===== src/rtl/ifetch_if.sv =====
// rtl/ifetch_if.sv - fetch sequencer bus bundle: PC port, byte memory port, IF/ID handshake
interface ifetch_if #(
    parameter int ADDR_WIDTH = 32,
    parameter int INST_WIDTH = 32
);
    logic [ADDR_WIDTH-1:0] pc;
    logic                  pc_stall;
    logic                  redirect;
    logic                  fetch_req;
    logic                  mem_gnt;
    logic                  mem_rd;
    logic [ADDR_WIDTH-1:0] mem_addr;
    logic [7:0]            mem_din;
    logic                  inst_valid;
    logic [INST_WIDTH-1:0] inst;
    logic [ADDR_WIDTH-1:0] inst_pc;
    logic                  inst_ready;

    modport master (
        input  pc, redirect, mem_gnt, mem_din, inst_ready,
        output pc_stall, fetch_req, mem_rd, mem_addr, inst_valid, inst, inst_pc
    );

    modport slave (
        output pc, redirect, mem_gnt, mem_din, inst_ready,
        input  pc_stall, fetch_req, mem_rd, mem_addr, inst_valid, inst, inst_pc
    );
endinterface


===== src/rtl/ifetch_ctrl.sv =====
// rtl/ifetch_ctrl.sv - byte-serial instruction fetch sequencer with redirect squash
// Optional IFETCH_STAT_EN adds stat_fetched / stat_squashed counters.
module ifetch_ctrl #(
    parameter int ADDR_WIDTH = 32,
    parameter int INST_WIDTH = 32
) (
    input  logic         clk,
    input  logic         rst,
    ifetch_if.master     bus
`ifdef IFETCH_STAT_EN
    ,
    output logic [31:0]  stat_fetched,
    output logic [31:0]  stat_squashed
`endif
);
    typedef enum logic [2:0] {IDLE, REQ, RD, LAST, HOLD} state_t;

    state_t                state_q, state_d;
    logic [1:0]            cnt_q, cnt_d;
    logic [2:0][7:0]       byte_q, byte_d;
    logic [INST_WIDTH-1:0] inst_q, inst_d;
    logic [ADDR_WIDTH-1:0] inst_pc_q, inst_pc_d;
    logic                  squash;

    always_ff @(posedge clk) begin
        if (rst) begin
            state_q   <= IDLE;
            cnt_q     <= '0;
            byte_q    <= '0;
            inst_q    <= '0;
            inst_pc_q <= '0;
        end else begin
            state_q   <= state_d;
            cnt_q     <= cnt_d;
            byte_q    <= byte_d;
            inst_q    <= inst_d;
            inst_pc_q <= inst_pc_d;
        end
    end

    assign squash = bus.redirect && (state_q != IDLE);

    always_comb begin
        state_d       = state_q;
        cnt_d         = cnt_q;
        byte_d        = byte_q;
        inst_d        = inst_q;
        inst_pc_d     = inst_pc_q;
        bus.fetch_req = 1'b0;
        bus.mem_rd    = 1'b0;
        unique case (state_q)
            IDLE: state_d = REQ;
            REQ: begin
                bus.fetch_req = 1'b1;
                if (bus.mem_gnt) begin
                    inst_pc_d = bus.pc;
                    cnt_d     = '0;
                    state_d   = RD;
                end
            end
            RD: begin
                bus.fetch_req = 1'b1;
                bus.mem_rd    = 1'b1;
                // data for the previous strobe arrives one cycle late
                if (cnt_q != 2'd0) byte_d[cnt_q - 2'd1] = bus.mem_din;
                if (cnt_q == 2'd3) state_d = LAST;
                else               cnt_d   = cnt_q + 2'd1;
            end
            LAST: begin
                inst_d  = {bus.mem_din, byte_q[2], byte_q[1], byte_q[0]};
                state_d = HOLD;
            end
            HOLD: if (bus.inst_ready) state_d = REQ;
            default: state_d = IDLE;
        endcase
        // a redirect abandons whatever is in flight and keeps the last handed-off word
        if (squash) begin
            state_d   = REQ;
            cnt_d     = '0;
            byte_d    = '0;
            inst_d    = inst_q;
            inst_pc_d = inst_pc_q;
        end
    end

    assign bus.pc_stall   = ~(bus.redirect | ((state_q == HOLD) & bus.inst_ready));
    assign bus.inst_valid = (state_q == HOLD) & ~bus.redirect;
    assign bus.mem_addr   = inst_pc_q + ADDR_WIDTH'(cnt_q);
    assign bus.inst       = inst_q;
    assign bus.inst_pc    = inst_pc_q;

`ifdef IFETCH_STAT_EN
    logic [31:0] stat_fetched_q, stat_squashed_q;

    always_ff @(posedge clk) begin
        if (rst) begin
            stat_fetched_q  <= '0;
            stat_squashed_q <= '0;
        end else begin
            if (bus.inst_valid && bus.inst_ready) stat_fetched_q <= stat_fetched_q + 32'd1;
            if (squash)                           stat_squashed_q <= stat_squashed_q + 32'd1;
        end
    end

    assign stat_fetched  = stat_fetched_q;
    assign stat_squashed = stat_squashed_q;
`endif
endmodule


===== src/flat_wrapper.sv =====
// flat-port wrapper written by rule: the top's interface ports become plain ports
module ifetch_ctrl_flat 
#(
    parameter int ADDR_WIDTH = 32,
    parameter int INST_WIDTH = 32
)
  (clk, rst, bus_pc, bus_redirect, bus_mem_gnt, bus_mem_din, bus_inst_ready, bus_pc_stall, bus_fetch_req, bus_mem_rd, bus_mem_addr, bus_inst_valid, bus_inst, bus_inst_pc);
  ifetch_if #(.ADDR_WIDTH(ADDR_WIDTH), .INST_WIDTH(INST_WIDTH)) bus_i ();
  input  logic clk;
  input  logic rst;
  input wire logic [$bits(bus_i.pc)-1:0] bus_pc;
  input wire logic [$bits(bus_i.redirect)-1:0] bus_redirect;
  input wire logic [$bits(bus_i.mem_gnt)-1:0] bus_mem_gnt;
  input wire logic [$bits(bus_i.mem_din)-1:0] bus_mem_din;
  input wire logic [$bits(bus_i.inst_ready)-1:0] bus_inst_ready;
  output wire logic [$bits(bus_i.pc_stall)-1:0] bus_pc_stall;
  output wire logic [$bits(bus_i.fetch_req)-1:0] bus_fetch_req;
  output wire logic [$bits(bus_i.mem_rd)-1:0] bus_mem_rd;
  output wire logic [$bits(bus_i.mem_addr)-1:0] bus_mem_addr;
  output wire logic [$bits(bus_i.inst_valid)-1:0] bus_inst_valid;
  output wire logic [$bits(bus_i.inst)-1:0] bus_inst;
  output wire logic [$bits(bus_i.inst_pc)-1:0] bus_inst_pc;
  assign bus_i.pc = bus_pc;
  assign bus_i.redirect = bus_redirect;
  assign bus_i.mem_gnt = bus_mem_gnt;
  assign bus_i.mem_din = bus_mem_din;
  assign bus_i.inst_ready = bus_inst_ready;
  assign bus_pc_stall = bus_i.pc_stall;
  assign bus_fetch_req = bus_i.fetch_req;
  assign bus_mem_rd = bus_i.mem_rd;
  assign bus_mem_addr = bus_i.mem_addr;
  assign bus_inst_valid = bus_i.inst_valid;
  assign bus_inst = bus_i.inst;
  assign bus_inst_pc = bus_i.inst_pc;
  ifetch_ctrl #(.ADDR_WIDTH(ADDR_WIDTH), .INST_WIDTH(INST_WIDTH)) u_core (.clk(clk), .rst(rst), .bus(bus_i));
endmodule

===== config.mk =====
export PLATFORM = sky130hd
export DESIGN_NAME = ifetch_ctrl_flat
export DESIGN_NICKNAME = d
export VERILOG_FILES = /design/src/rtl/ifetch_if.sv /design/src/rtl/ifetch_ctrl.sv /design/src/flat_wrapper.sv
export SDC_FILE = /design/constraint.sdc
export NUM_CORES = 1
export LEC_CHECK = 0
export ABC_AREA = 0
export CAP_MARGIN = 15
export CORE_ASPECT_RATIO = 2
export CORE_MARGIN = 2
export CORE_UTILIZATION = 40
export CTS_BUF_LIST = sky130_fd_sc_hd__clkbuf_4 sky130_fd_sc_hd__clkbuf_8
export DETAILED_ROUTE_END_ITERATION = 10
export HOLD_SLACK_MARGIN = 0.02
export PLACE_DENSITY = 0.75
export SYNTH_ARGS = -nofsm -noshare
export SYNTH_HDL_FRONTEND = slang
export SYNTH_SLANG_ARGS = --single-unit

===== constraint.sdc =====
create_clock -name clk -period 2.6 [get_ports clk]
set_input_delay 0.65 -clock clk [delete_from_list [all_inputs] [get_ports clk]]
set_output_delay 0.65 -clock clk [all_outputs]
set_load 0.1 [all_outputs]

==> qor.csv <==
stage,metric,value,unit
synthesis,synth-edff-count,0,
synthesis,synth_ff_type,dfxtp_1,
critical_path,path_cells,"ha_4, inv_2, fa_2, nand4bb_4, nor4_2, buf_4, xor2_4, buf_12",
route,dr.pass1.iters,4,
clock_network,cts_buffers,9,
pwr,power.switching,0.9843,mW
critical_path,slowest_delay,0.37,ns
pwr,seq_power_share,48.8,%
clock_network,cts_tree,done,
die,dieWidth,76.33,um
critical_path,crit_required,1.95,ns
die,core-area,10150,um2
synthesis,synth_fa_ha_area_share,2.571,%
synthesis,synth_cells,537,
synthesis,async_flop_share,0,%
clock_network,insertion_delay,0.36,ns
place,gp_congestion,0.8920,
clock_network,htreeDepth,3,
sta,setup-tns-final,-8.121,ns
clock_network,hold_buffers,0,
global_route,antenna_found_initial,1,
status,outcome,"finished, violations left",
die,rows,52,
pwr,p_per_area,400.1,nW/um2
cells_and_area,areaGrowthSynthToFinish,79.04,%
synthesis,yosysUniqueCellTypes,42,
critical_path,path_class,reg -> out,
sta,finalHoldViolCount,0,
pwr,swShare,32.83,%
place,placed_cell_area,7042,um2
pwr,clkPwrFrac,30.0,%
min_path,min_path_cells,2,
die,die_h,148.7,um
clock_network,clkTransAtPathRegs,0.10,ns
place,dp_hpwl,10820,um
cells_and_area,mostFrequentLayoutCell,nand2_1,
global_route,track_usage,26.37,%
status,violations,setup timing,
sta,timing.fmax,0.3295,GHz
cells_and_area,final_cell_mix,"169 x nand2_1, 110 x buf_4, 91 x a21oi_1, 60 x dfxtp_1, 43 x clkdlybuf4s50_1",
critical_path,endpoint_kind,primary output,
pwr,p_int,2.014,mW
place,io_buffers,144,
synthesis,synth_xor_area_share,6.278,%
sta,rsz0062_at_grt,true,
cells_and_area,fin_area,7493,um2
synthesis,synth_compound_area_share,11.93,%
critical_path,arrival,2.38,ns
synthesis,synth_nets,590,
clock_network,cts_buffer_depth,2,
sta,setup_violations,25,
route,vias,4481,
synthesis,synth-seq-cells,93,
synthesis,syn_area_per_cell,7.794,um2
critical_path,startpoint_type,flip-flop,
cells_and_area,fillers,770,
clock_network,root_buffer,clkbuf_8,
global_route,grt_max_degree,66,
sta,setup_ws,-0.4349,ns
sta,worst_pin_slew,0.7220,ns
critical_path,worstPathMaxFanout,5,
route,via_per_inst,5.223,
route,routedWlPerCell,16.96,um
sta,fin_hold_ws,0.4579,ns
cells_and_area,nNetsFinal,770,
sta,min_period,3.035,ns
global_route,grt_pass1_wl,23430,um
die,pin_count,145,
synthesis,ys_seq_area_share,44.48,%
sta,slew_viol_final,0,
pwr,peakVddDrop,0.0003471,V
route,drc,0,
cells_and_area,drive_gt1_share,39.89,%
pwr,comb_power_share,21.2,%
route,final_antenna_net_count,0,
route,drt_iter0_drc,184,
global_route,grt_pass1_vias,4603,
flow_run,cap_violations,0,
pwr,p_leak,2.968,nW
synthesis,yosys_warnings,0,
die,dieArea,11350,um2
critical_path,crit_slowest_cell,dfxtp_4,
synthesis,muxShareOfSynthArea,0.2392,%
synthesis,synth_top_family_by_area,simple AND/OR/NAND/NOR gates,
synthesis,syn-cell-area,4185,um2
clock_network,cts.sinks,93,
global_route,overflow,0,
critical_path,r2r_cells,8,
sta,max_slew_margin,51.87,%
die,start_util,41.24,%
sta,timing.final.crit_share,116.7,%
synthesis,synth-simple-area-share,30.07,%
sta,skew,0.01265,ns
route,routed_wl,14550,um
min_path,hold_path.class,reg -> reg,
## timing repair
item,CTS,global route
setup buffers,11,2
pin swaps,6,4
endpoints found under the hold margin,0,0
resized for setup,25,9
cloned,1,0
endpoints found under the setup margin,27,30
## worst paths after layout
path	slack, ns	from	to
worst max register to register	0.75	u_core.cnt_q[1]	u_core.byte_q[5]
worst min-delay path	0.46	u_core.byte_q[21]	u_core.bus.inst[21]
worst max-delay path	-0.43	u_core.bus.inst_pc[0]	bus_mem_addr[28]
worst min register to register	0.46	u_core.byte_q[21]	u_core.bus.inst[21]
## worst max-delay path: cells and delay by family (launching register included)
kind	cells	cell delay (ns)
xor gates and xnor gates	1	0.16
adders and majority gates	2	0.50
buffers and inverters	3	0.41
DFF	1	0.37
and+or+nand+nor	2	0.59
## registers in the layout, summed over array words and instances, names as in the netlist
register,count
u_core.bus.inst,32
u_core.cnt_q,2
u_core.byte_q,24
u_core.state_q,3
u_core.bus.inst_pc,32
## stage by stage
step                      std cells  worst slack, ns  power [mW]  utilization, %
after CTS                       855          -0.4781       3.021           73.25
after global routing            858          -0.5121       3.103           73.83
after global placement          827         -0.05712       2.120           69.38
after floorplan                 537          -0.6954       1.883               -
final                           858          -0.4349       2.998           73.83
after detailed placement        827          -0.1368       2.127           69.38
## synth_stat cells (3+ instances only)
cell	count	area, um2
a21oi_1	94	470.5
buf_2	4	20.02
clkbuf_1	27	101.4
dfxtp_1	93	1862
ha_1	7	87.58
inv_1	12	45.04
nand2_1	170	638.1
nand2b_1	4	25.02
nand3_1	30	150.1
nand4_1	3	18.77
nor2_1	10	37.54
nor2b_1	3	18.77
nor3_1	5	25.02
nor3b_1	3	22.52
nor4_1	3	18.77
nor4_2	8	100.1
xnor2_1	9	78.83
xor2_1	21	183.9
## area by class of cell
type                       instances  area [um2]  share of cell area, %
multi-input combinational        399        3005                  40.11
inverter                          12       45.04                 0.6011
clock inverter                     6       45.04                 0.6011
sequential                        93        1961                  26.16
tap                              135       168.9                  2.254
antenna                            1       2.502                0.03339
timing repair buffer             202        2135                  28.49
clock buffer                      10       131.4                  1.753
## power by group through the flow
stage | Combinational, mW | Sequential, mW | Clock [mW]
after floorplan | 0.259 | 1.62 | 0
after global placement | 0.628 | 1.49 | 0
after detailed placement | 0.633 | 1.49 | 0
after CTS | 0.637 | 1.46 | 0.922
after global routing | 0.659 | 1.47 | 0.978
final | 0.636 | 1.46 | 0.900
## routing by layer
layer  wire length [um]  part of all wire [%]  GRT usage (%)
met5                  0                     0              0
met4                621                   4.3          12.73
met3                591                   4.1          4.915
met2               8500                    58          52.04
met1               4837                    33          25.66
## cell families after synthesis
group | after synthesis
compound gates | 98
xor+xnor | 30
simple gates | 261
mux | 1
buf+inv | 46
fa+ha+maj | 8
flops | 93
No activity file was read; power rests on OpenSTA's default activity.
